<file path="src/rtl/stopwatch_bcd_pkg.sv">
// Shared constants for the BCD stopwatch: digit width and limits, FSM state
// encoding and the bit offsets of each digit on the 20-bit display bus.
package stopwatch_bcd_pkg;

  localparam int unsigned DIGIT_W = 4;

  // Largest value each digit may hold before rolling over
  localparam logic [DIGIT_W-1:0] MAX_9 = 4'd9;
  localparam logic [DIGIT_W-1:0] MAX_5 = 4'd5;

  // FSM encoding kept as plain constants for compatibility with older tools
  typedef logic [1:0] state_t;
  localparam state_t StIdle  = 2'd0;
  localparam state_t StRun   = 2'd1;
  localparam state_t StLap   = 2'd2;
  localparam state_t StPause = 2'd3;

  // Display bus layout: {min, sec_t, sec_u, tenth, hund}
  localparam int unsigned HUND_LSB  = 0;
  localparam int unsigned TENTH_LSB = 4;
  localparam int unsigned SEC_U_LSB = 8;
  localparam int unsigned SEC_T_LSB = 12;
  localparam int unsigned MIN_LSB   = 16;
  localparam int unsigned DISP_W    = 20;

endpackage

</file>
<file path="src/rtl/stopwatch_bcd_digit.sv">
// One BCD digit of the stopwatch counter chain.
// Ports:
//   clk, rst_n : clock and synchronous active-low reset
//   clr        : synchronous zero (higher priority than inc)
//   inc        : incoming carry; advance by one when high
//   q          : current digit value
//   carry      : inc & (q == MAX), feeds the next digit up
module bcd_digit
  import stopwatch_bcd_pkg::*;
#(
  parameter logic [DIGIT_W-1:0] MAX = 4'd9
) (
  input  logic               clk,
  input  logic               rst_n,
  input  logic               clr,
  input  logic               inc,
  output logic [DIGIT_W-1:0] q,
  output logic               carry
);

  logic [DIGIT_W-1:0] q_q, q_d;

  always_comb begin
    q_d = q_q;
    if (clr) begin
      q_d = '0;
    end else if (inc) begin
      q_d = (q_q == MAX) ? '0 : q_q + 4'd1;
    end
  end

  always_ff @(posedge clk) begin
    if (!rst_n) begin
      q_q <= '0;
    end else begin
      q_q <= q_d;
    end
  end

  assign q     = q_q;
  assign carry = inc & (q_q == MAX);

endmodule

</file>
<file path="src/rtl/stopwatch_bcd.sv">
// Stopwatch core: divides the 1 ms strobe to a 10 ms tick and counts M:SS.hh
// in BCD, with start/stop, lap (display freeze) and clear controls.
// Ports:
//   clk, rst_n  : clock and synchronous active-low reset
//   ce1ms       : 1 ms clock-enable strobe
//   start_stop  : run/pause toggle pulse
//   lap         : freeze/unfreeze display pulse
//   clear       : zero-count pulse (acts only while paused)
//   disp        : {min, sec_t, sec_u, tenth, hund} BCD, lap value while frozen
//   running     : high in RUN and LAP
//   lap_active  : high in LAP
//   overflow    : set when 9:59.99 wraps to 0:00.00
module stopwatch_bcd
  import stopwatch_bcd_pkg::*;
#(
  parameter int unsigned MS_PER_TICK = 10,
  parameter bit          WRAP_STICKY = 1'b1
) (
  input  logic              clk,
  input  logic              rst_n,
  input  logic              ce1ms,
  input  logic              start_stop,
  input  logic              lap,
  input  logic              clear,
  output logic [DISP_W-1:0] disp,
  output logic              running,
  output logic              lap_active,
  output logic              overflow
);

  localparam int unsigned PW = (MS_PER_TICK > 1) ? $clog2(MS_PER_TICK) : 1;
  localparam logic [PW-1:0] PRESC_MAX = PW'(MS_PER_TICK - 1);

  state_t            state_q, state_d;
  logic [PW-1:0]     presc_q, presc_d;
  logic [DISP_W-1:0] lap_q, lap_d;
  logic              ovf_q, ovf_d;

  logic              clr_win, ss_win, lap_win;
  logic              counting, tick, zero;
  logic [DISP_W-1:0] live;

  logic [DIGIT_W-1:0] hund, tenth, sec_u, sec_t, mins;
  logic               c_hund, c_tenth, c_sec_u, c_sec_t, c_min;

  // Only the highest-priority pulse is seen by the FSM
  assign clr_win = clear;
  assign ss_win  = start_stop & ~clear;
  assign lap_win = lap & ~start_stop & ~clear;

  // Ticks use the pre-edge state, so a stop coinciding with a tick still counts
  assign counting = (state_q == StRun) || (state_q == StLap);
  assign tick     = counting & ce1ms & (presc_q == PRESC_MAX);
  assign zero     = (state_q == StPause) & clr_win;

  always_comb begin
    state_d = state_q;
    unique case (state_q)
      StIdle:  if (ss_win) state_d = StRun;
      StRun: begin
        if (ss_win)       state_d = StPause;
        else if (lap_win) state_d = StLap;
      end
      StLap: begin
        if (ss_win)       state_d = StPause;
        else if (lap_win) state_d = StRun;
      end
      StPause: begin
        if (ss_win)       state_d = StRun;
        else if (clr_win) state_d = StIdle;
      end
      default: state_d = StIdle;
    endcase
  end

  always_comb begin
    presc_d = presc_q;
    if (zero) begin
      presc_d = '0;
    end else if (counting && ce1ms) begin
      presc_d = tick ? '0 : presc_q + 1'b1;
    end
  end

  always_comb begin
    lap_d = lap_q;
    if (zero) begin
      lap_d = '0;
    end else if ((state_q == StRun) && lap_win) begin
      lap_d = live;
    end
  end

  always_comb begin
    ovf_d = ovf_q;
    if (WRAP_STICKY) begin
      if (zero)       ovf_d = 1'b0;
      else if (c_min) ovf_d = 1'b1;
    end else begin
      ovf_d = c_min;
    end
  end

  always_ff @(posedge clk) begin
    if (!rst_n) begin
      state_q <= StIdle;
      presc_q <= '0;
      lap_q   <= '0;
      ovf_q   <= 1'b0;
    end else begin
      state_q <= state_d;
      presc_q <= presc_d;
      lap_q   <= lap_d;
      ovf_q   <= ovf_d;
    end
  end

  bcd_digit #(.MAX(MAX_9)) u_hund (
    .clk(clk), .rst_n(rst_n), .clr(zero), .inc(tick), .q(hund), .carry(c_hund)
  );
  bcd_digit #(.MAX(MAX_9)) u_tenth (
    .clk(clk), .rst_n(rst_n), .clr(zero), .inc(c_hund), .q(tenth), .carry(c_tenth)
  );
  bcd_digit #(.MAX(MAX_9)) u_sec_u (
    .clk(clk), .rst_n(rst_n), .clr(zero), .inc(c_tenth), .q(sec_u), .carry(c_sec_u)
  );
  bcd_digit #(.MAX(MAX_5)) u_sec_t (
    .clk(clk), .rst_n(rst_n), .clr(zero), .inc(c_sec_u), .q(sec_t), .carry(c_sec_t)
  );
  bcd_digit #(.MAX(MAX_9)) u_min (
    .clk(clk), .rst_n(rst_n), .clr(zero), .inc(c_sec_t), .q(mins), .carry(c_min)
  );

  always_comb begin
    live = '0;
    live[HUND_LSB  +: DIGIT_W] = hund;
    live[TENTH_LSB +: DIGIT_W] = tenth;
    live[SEC_U_LSB +: DIGIT_W] = sec_u;
    live[SEC_T_LSB +: DIGIT_W] = sec_t;
    live[MIN_LSB   +: DIGIT_W] = mins;
  end

  assign running    = counting;
  assign lap_active = (state_q == StLap);
  assign disp       = lap_active ? lap_q : live;
  assign overflow   = ovf_q;

endmodule

</file>
<file path="config.mk">
export PLATFORM = sky130hd
export DESIGN_NAME = stopwatch_bcd
export DESIGN_NICKNAME = d
export VERILOG_FILES = /design/src/rtl/stopwatch_bcd_pkg.sv /design/src/rtl/stopwatch_bcd_digit.sv /design/src/rtl/stopwatch_bcd.sv
export SDC_FILE = /design/constraint.sdc
export NUM_CORES = 1
export LEC_CHECK = 0
export CORE_MARGIN = 2
export CORE_UTILIZATION = 51
export CTS_BUF_LIST = sky130_fd_sc_hd__clkbuf_8
export DETAILED_ROUTE_END_ITERATION = 10
export HOLD_SLACK_MARGIN = 0.05
export PLACE_DENSITY_LB_ADDON = 0.3
export SYNTH_ARGS = -nofsm -noshare
export SYNTH_HDL_FRONTEND = slang
export SYNTH_HIERARCHICAL = 1
export SYNTH_SLANG_ARGS = --single-unit
</file>
<file path="constraint.sdc">
create_clock -name clk -period 4.8 [get_ports clk]
set_input_delay 0.48 -clock clk [delete_from_list [all_inputs] [get_ports clk]]
set_output_delay 0.48 -clock clk [all_outputs]
set_load 0.01 [all_outputs]
</file>
==> out/qor_table.md <==
| Stage | Metric | Value |
| --- | --- | --- |
| floorplan | IO Pins | 29 |
| detailed routing | Via count of the routed design | 1907 |
| pwr | Pwr per Cell Area | 322 nW/µm² |
| yosys | Average cell area after synthesis | 8.69 µm² |
| setup path | Critical setup path kind | reg2reg |
| cts | Clock tree sinks | 47 |
| timing | Final Max Slew Viols | 0 |
| floorplan | Width of the die | 72.1 µm |
| timing | Pin slew with the least headroom to its limit | 1.05 ns |
| yosys | Number of enable-type register cells in the synthesized netlist | 0 |
| global routing | Via count of the first global-routing pass | 1786 |
| yosys | Total number of yosys warnings | 6 |
| global routing | Global-route usage over all layers | 18.6% |
| setup path | Worst EP arrival | 4.49 ns |
| global routing | Number of antenna violations at the first check in global routing | 0 |
| timing | Post-route clock period utilization | 88.5% |
| yosys | Async SR Flop Fraction | 0% |
| timing | Minimum clock period | 4.25 ns |
| setup path | Delay of the slowest critical-path stage | 0.48 ns |
| timing | Relative slew slack | 29.9% |
| yosys | Syn Std Cell Area | 2360 µm² |
| setup path | Buffering stage count on the worst path with inverters included | 2 |
| detailed routing | Ratio of routed vias to standard cells | 5.42 |
| setup path | Sort of element at the end of the critical path | flip-flop |
| yosys | Total of flip-flops plus latches after synthesis | 47 |
| floorplan | Row count | 24 |
| setup path | Startpoint type of the worst setup path | flip-flop |
| yosys | Sequential element share of the synthesized area | 39.8% |
| finish | # nets final | 313 |
| setup path | Series of cell instances along the critical path | inv_1 > ha_1 > nand2_1 > nor2b_1 > nand2_2 > nor3b_1 > nand2_2 > nor3b_1 > nand2_2 > nor3b_2 > nand2_2 > nor4b_1 > buf_4 > nand2_2 > or3_1 > a21oi_2 |
| run status | Result of the run | finished, final reports clean |
| cts | Clock-pin slew of the registers on the worst-case setup and hold paths | 0.09 ns |
| setup path | Cell type with the highest occurrence count on the critical path | nand2_2 |
| detailed routing | Number of iterations in the first detailed-routing pass | 4 |
| timing | Setup TNS | 0 ns |
| timing | Setup violation total in the final timing report | 0 |
| finish | Fraction of final layout cells sized beyond drive strength 1 | 16.0% |
| min path | Classification of the worst-slack hold path | reg2reg |
| detailed routing | DRT iter0 DRCs | 137 |
| pwr | Leak pwr | 0.994 nW |
| yosys | Total nets after synthesis | 286 |
| cts | CTS H-tree lvls | 2 |
| setup path | Worst Path Max Fanout | 7 |
| cts | Clock tree from TritonCTS | built |
| placed design | Area after detailed placement | 2660 µm² |
| finish | Ant diodes | 0 |
| floorplan | Die Ht | 72.1 µm |
| setup path | Critical path's slowest cell | nor3b_1 |
| placed design | Count of buffers from port buffering | 28 |
| finish | Most frequent cells in the layout | 47 x nand2_1, 47 x dfxtp_1, 30 x a21oi_1 |
| detailed routing | WL per Instance | 13.0 µm |
| timing | Worst clock skew on the final layout | 0.00592 ns |
| finish | Area growth from synthesis to final layout | 18.4% |
| floorplan | Floorplan die area | 5190 µm² |
| floorplan | Core area | 4410 µm² |
| setup path | Data required, critical path | 5.04 ns |
| timing | Minimum hold slack | 0.454 ns |
| detailed routing | Remaining antenna violation count after routing | 0 |
| timing | Max Clk Rate | 236 MHz |
| pwr | Highest ir drop seen on vdd | 310 µV |
| yosys | Primary flip-flop cell chosen by synthesis mapping | dfxtp_1 |
| yosys | Number of instances in the synthesized netlist | 272 |
| cts | Count of hold-fix buffers inserted at cts | 0 |
| cts | Post-CTS Setup Repair Bufs | 0 |
| placed design | Last weighted congestion value of the routability-driven placer | 0.846 |
| cts | Longest Clk Path Bufs | 2 |
| placed design | Post-DP HPWL | 3010 µm |
| detailed routing | Post-detailed-route DRC marker count | 0 |
| flow run | Max-cap violation count | 0 |
| cts | Skew-Pair Late Insertion Delay | 0.30 ns |
| detailed routing | Aggregate routed wire length | 4570 µm |
| timing | Unrepaired setup endpoints after global routing | no |
| finish | Cell area after layout | 2800 µm² |
| yosys | Number of distinct library cell variants in the gate-level netlist after synthesis | 35 |
| cts | Clock tree root buffer cell | clkbuf_8 |
| floorplan | Initial cell density of the core | 53.5% |
| global routing | Pin count of the biggest net entering global routing | 26 |
| timing | Final hold violation count | 0 |
| global routing | First-pass GRT wire length | 7810 µm |
| setup path | Kind of cell adding the most delay to the critical path | simple AND/OR/NAND/NOR gates |
| cts | TritonCTS Buffers | 5 |
| global routing | Global route overflow | 0 |
## path summary, 6_finish.rpt
| check | startpoint | end | slack [ns] | depth (start not counted) |
|---|---|---|---|---|
| worst max-delay path | state_q[1]$_SDFFE_PN0P_ | u_min/q[1]$_SDFFE_PP0P_ | 0.55 | 16 |
| worst min-delay path | lap_q[19]$_SDFFE_PP0P_ | lap_q[19]$_SDFFE_PP0P_ | 0.45 | 2 |
| worst max register to register | state_q[1]$_SDFFE_PN0P_ | u_min/q[1]$_SDFFE_PP0P_ | 0.55 | 16 |
| worst min register to register | lap_q[19]$_SDFFE_PP0P_ | lap_q[19]$_SDFFE_PP0P_ | 0.45 | 2 |
## sequential cells by signal, summed over array words and instances, names as in the netlist, 2 cells and up
register   cells
u_sec_t/q      4
u_hund/q       4
u_sec_u/q      4
lap_q         20
presc_q        4
u_min/q        4
u_tenth/q      4
state_q        2
## cells in the mapped netlist, types with 2 or more instances
cell type | number | area, µm²
a21oi_1 | 30 | 150
a21oi_2 | 5 | 43.8
and4b_2 | 4 | 45.0
buf_2 | 6 | 30.0
buf_6 | 2 | 22.5
dfxtp_1 | 47 | 941
ha_1 | 8 | 100
inv_1 | 6 | 22.5
mux2_2 | 21 | 236
nand2_1 | 47 | 176
nand2_2 | 5 | 31.3
nand2b_1 | 6 | 37.5
nand3_1 | 7 | 35.0
nor2_1 | 19 | 71.3
nor2b_1 | 11 | 68.8
nor3_1 | 4 | 20.0
nor3b_1 | 4 | 30.0
o21ai_0 | 11 | 55.1
or3_1 | 5 | 31.3
xnor2_1 | 6 | 52.6
xor2_1 | 4 | 35.0
## report_power, final
| group | internal, mW | switching (mW) | total [mW] | leakage, nW |
|---|---|---|---|---|
| logic | 0.0638 | 0.0804 | 0.144 | 0.551 |
| clock network | 0.208 | 0.138 | 0.346 | 0.0644 |
| registers | 0.398 | 0.0119 | 0.410 | 0.379 |
## kinds of logic after synthesis
group	after synthesis	share of synthesized area (%)
xor gates and xnor gates	10	3.71
muxes	22	10.4
DFF	47	39.8
and+or+nand+nor	119	25.5
AOI/OAI and AO/OA	51	12.8
adders and majority gates	8	4.24
buffers and inverters	15	3.49
## per-stage QoR
stage	worst slack [ns]	total power [mW]	cells	utilization, %
after floorplan	0.605	0.522	272	-
after global placement	0.465	0.559	344	60.2
after detailed placement	0.302	0.559	344	60.2
after CTS	0.367	0.904	352	63.3
after global routing	0.0881	0.936	352	63.4
final	0.554	0.900	352	63.4
## layout make-up
type / count / area [µm²]
Sequential cell: 47 / 941
Clock buffer: 5 / 68.8
Multi-Input combinational cell: 210 / 1350
Clock inverter: 3 / 67.6
Tap cell: 52 / 65.1
Timing Repair Buffer: 29 / 288
Inverter: 6 / 22.5
Fill cell: 387 / 1620
## what timing repair did
item,in CTS,in global routing
setup endpoints to repair,0,3
gates resized for setup,0,1
endpoints found under the hold margin,0,0
## worst register-to-register path, stage by stage, from the launching register on
cell	delay, ns
dfxtp_1	0.44
inv_1	0.12
ha_1	0.33
nand2_1	0.14
nor2b_1	0.31
nand2_2	0.12
nor3b_1	0.48
nand2_2	0.15
nor3b_1	0.48
nand2_2	0.15
nor3b_2	0.32
nand2_2	0.13
nor4b_1	0.29
buf_4	0.18
nand2_2	0.07
or3_1	0.37
a21oi_2	0.11
## routing by layer
layer  global-route usage [%]  routed length (µm)
met1                     24.6                2210
met2                     30.3                2130
met4                     6.71                  67
met3                     3.47                 157
met5                        0                   0
(Power assumes the default switching activity.)
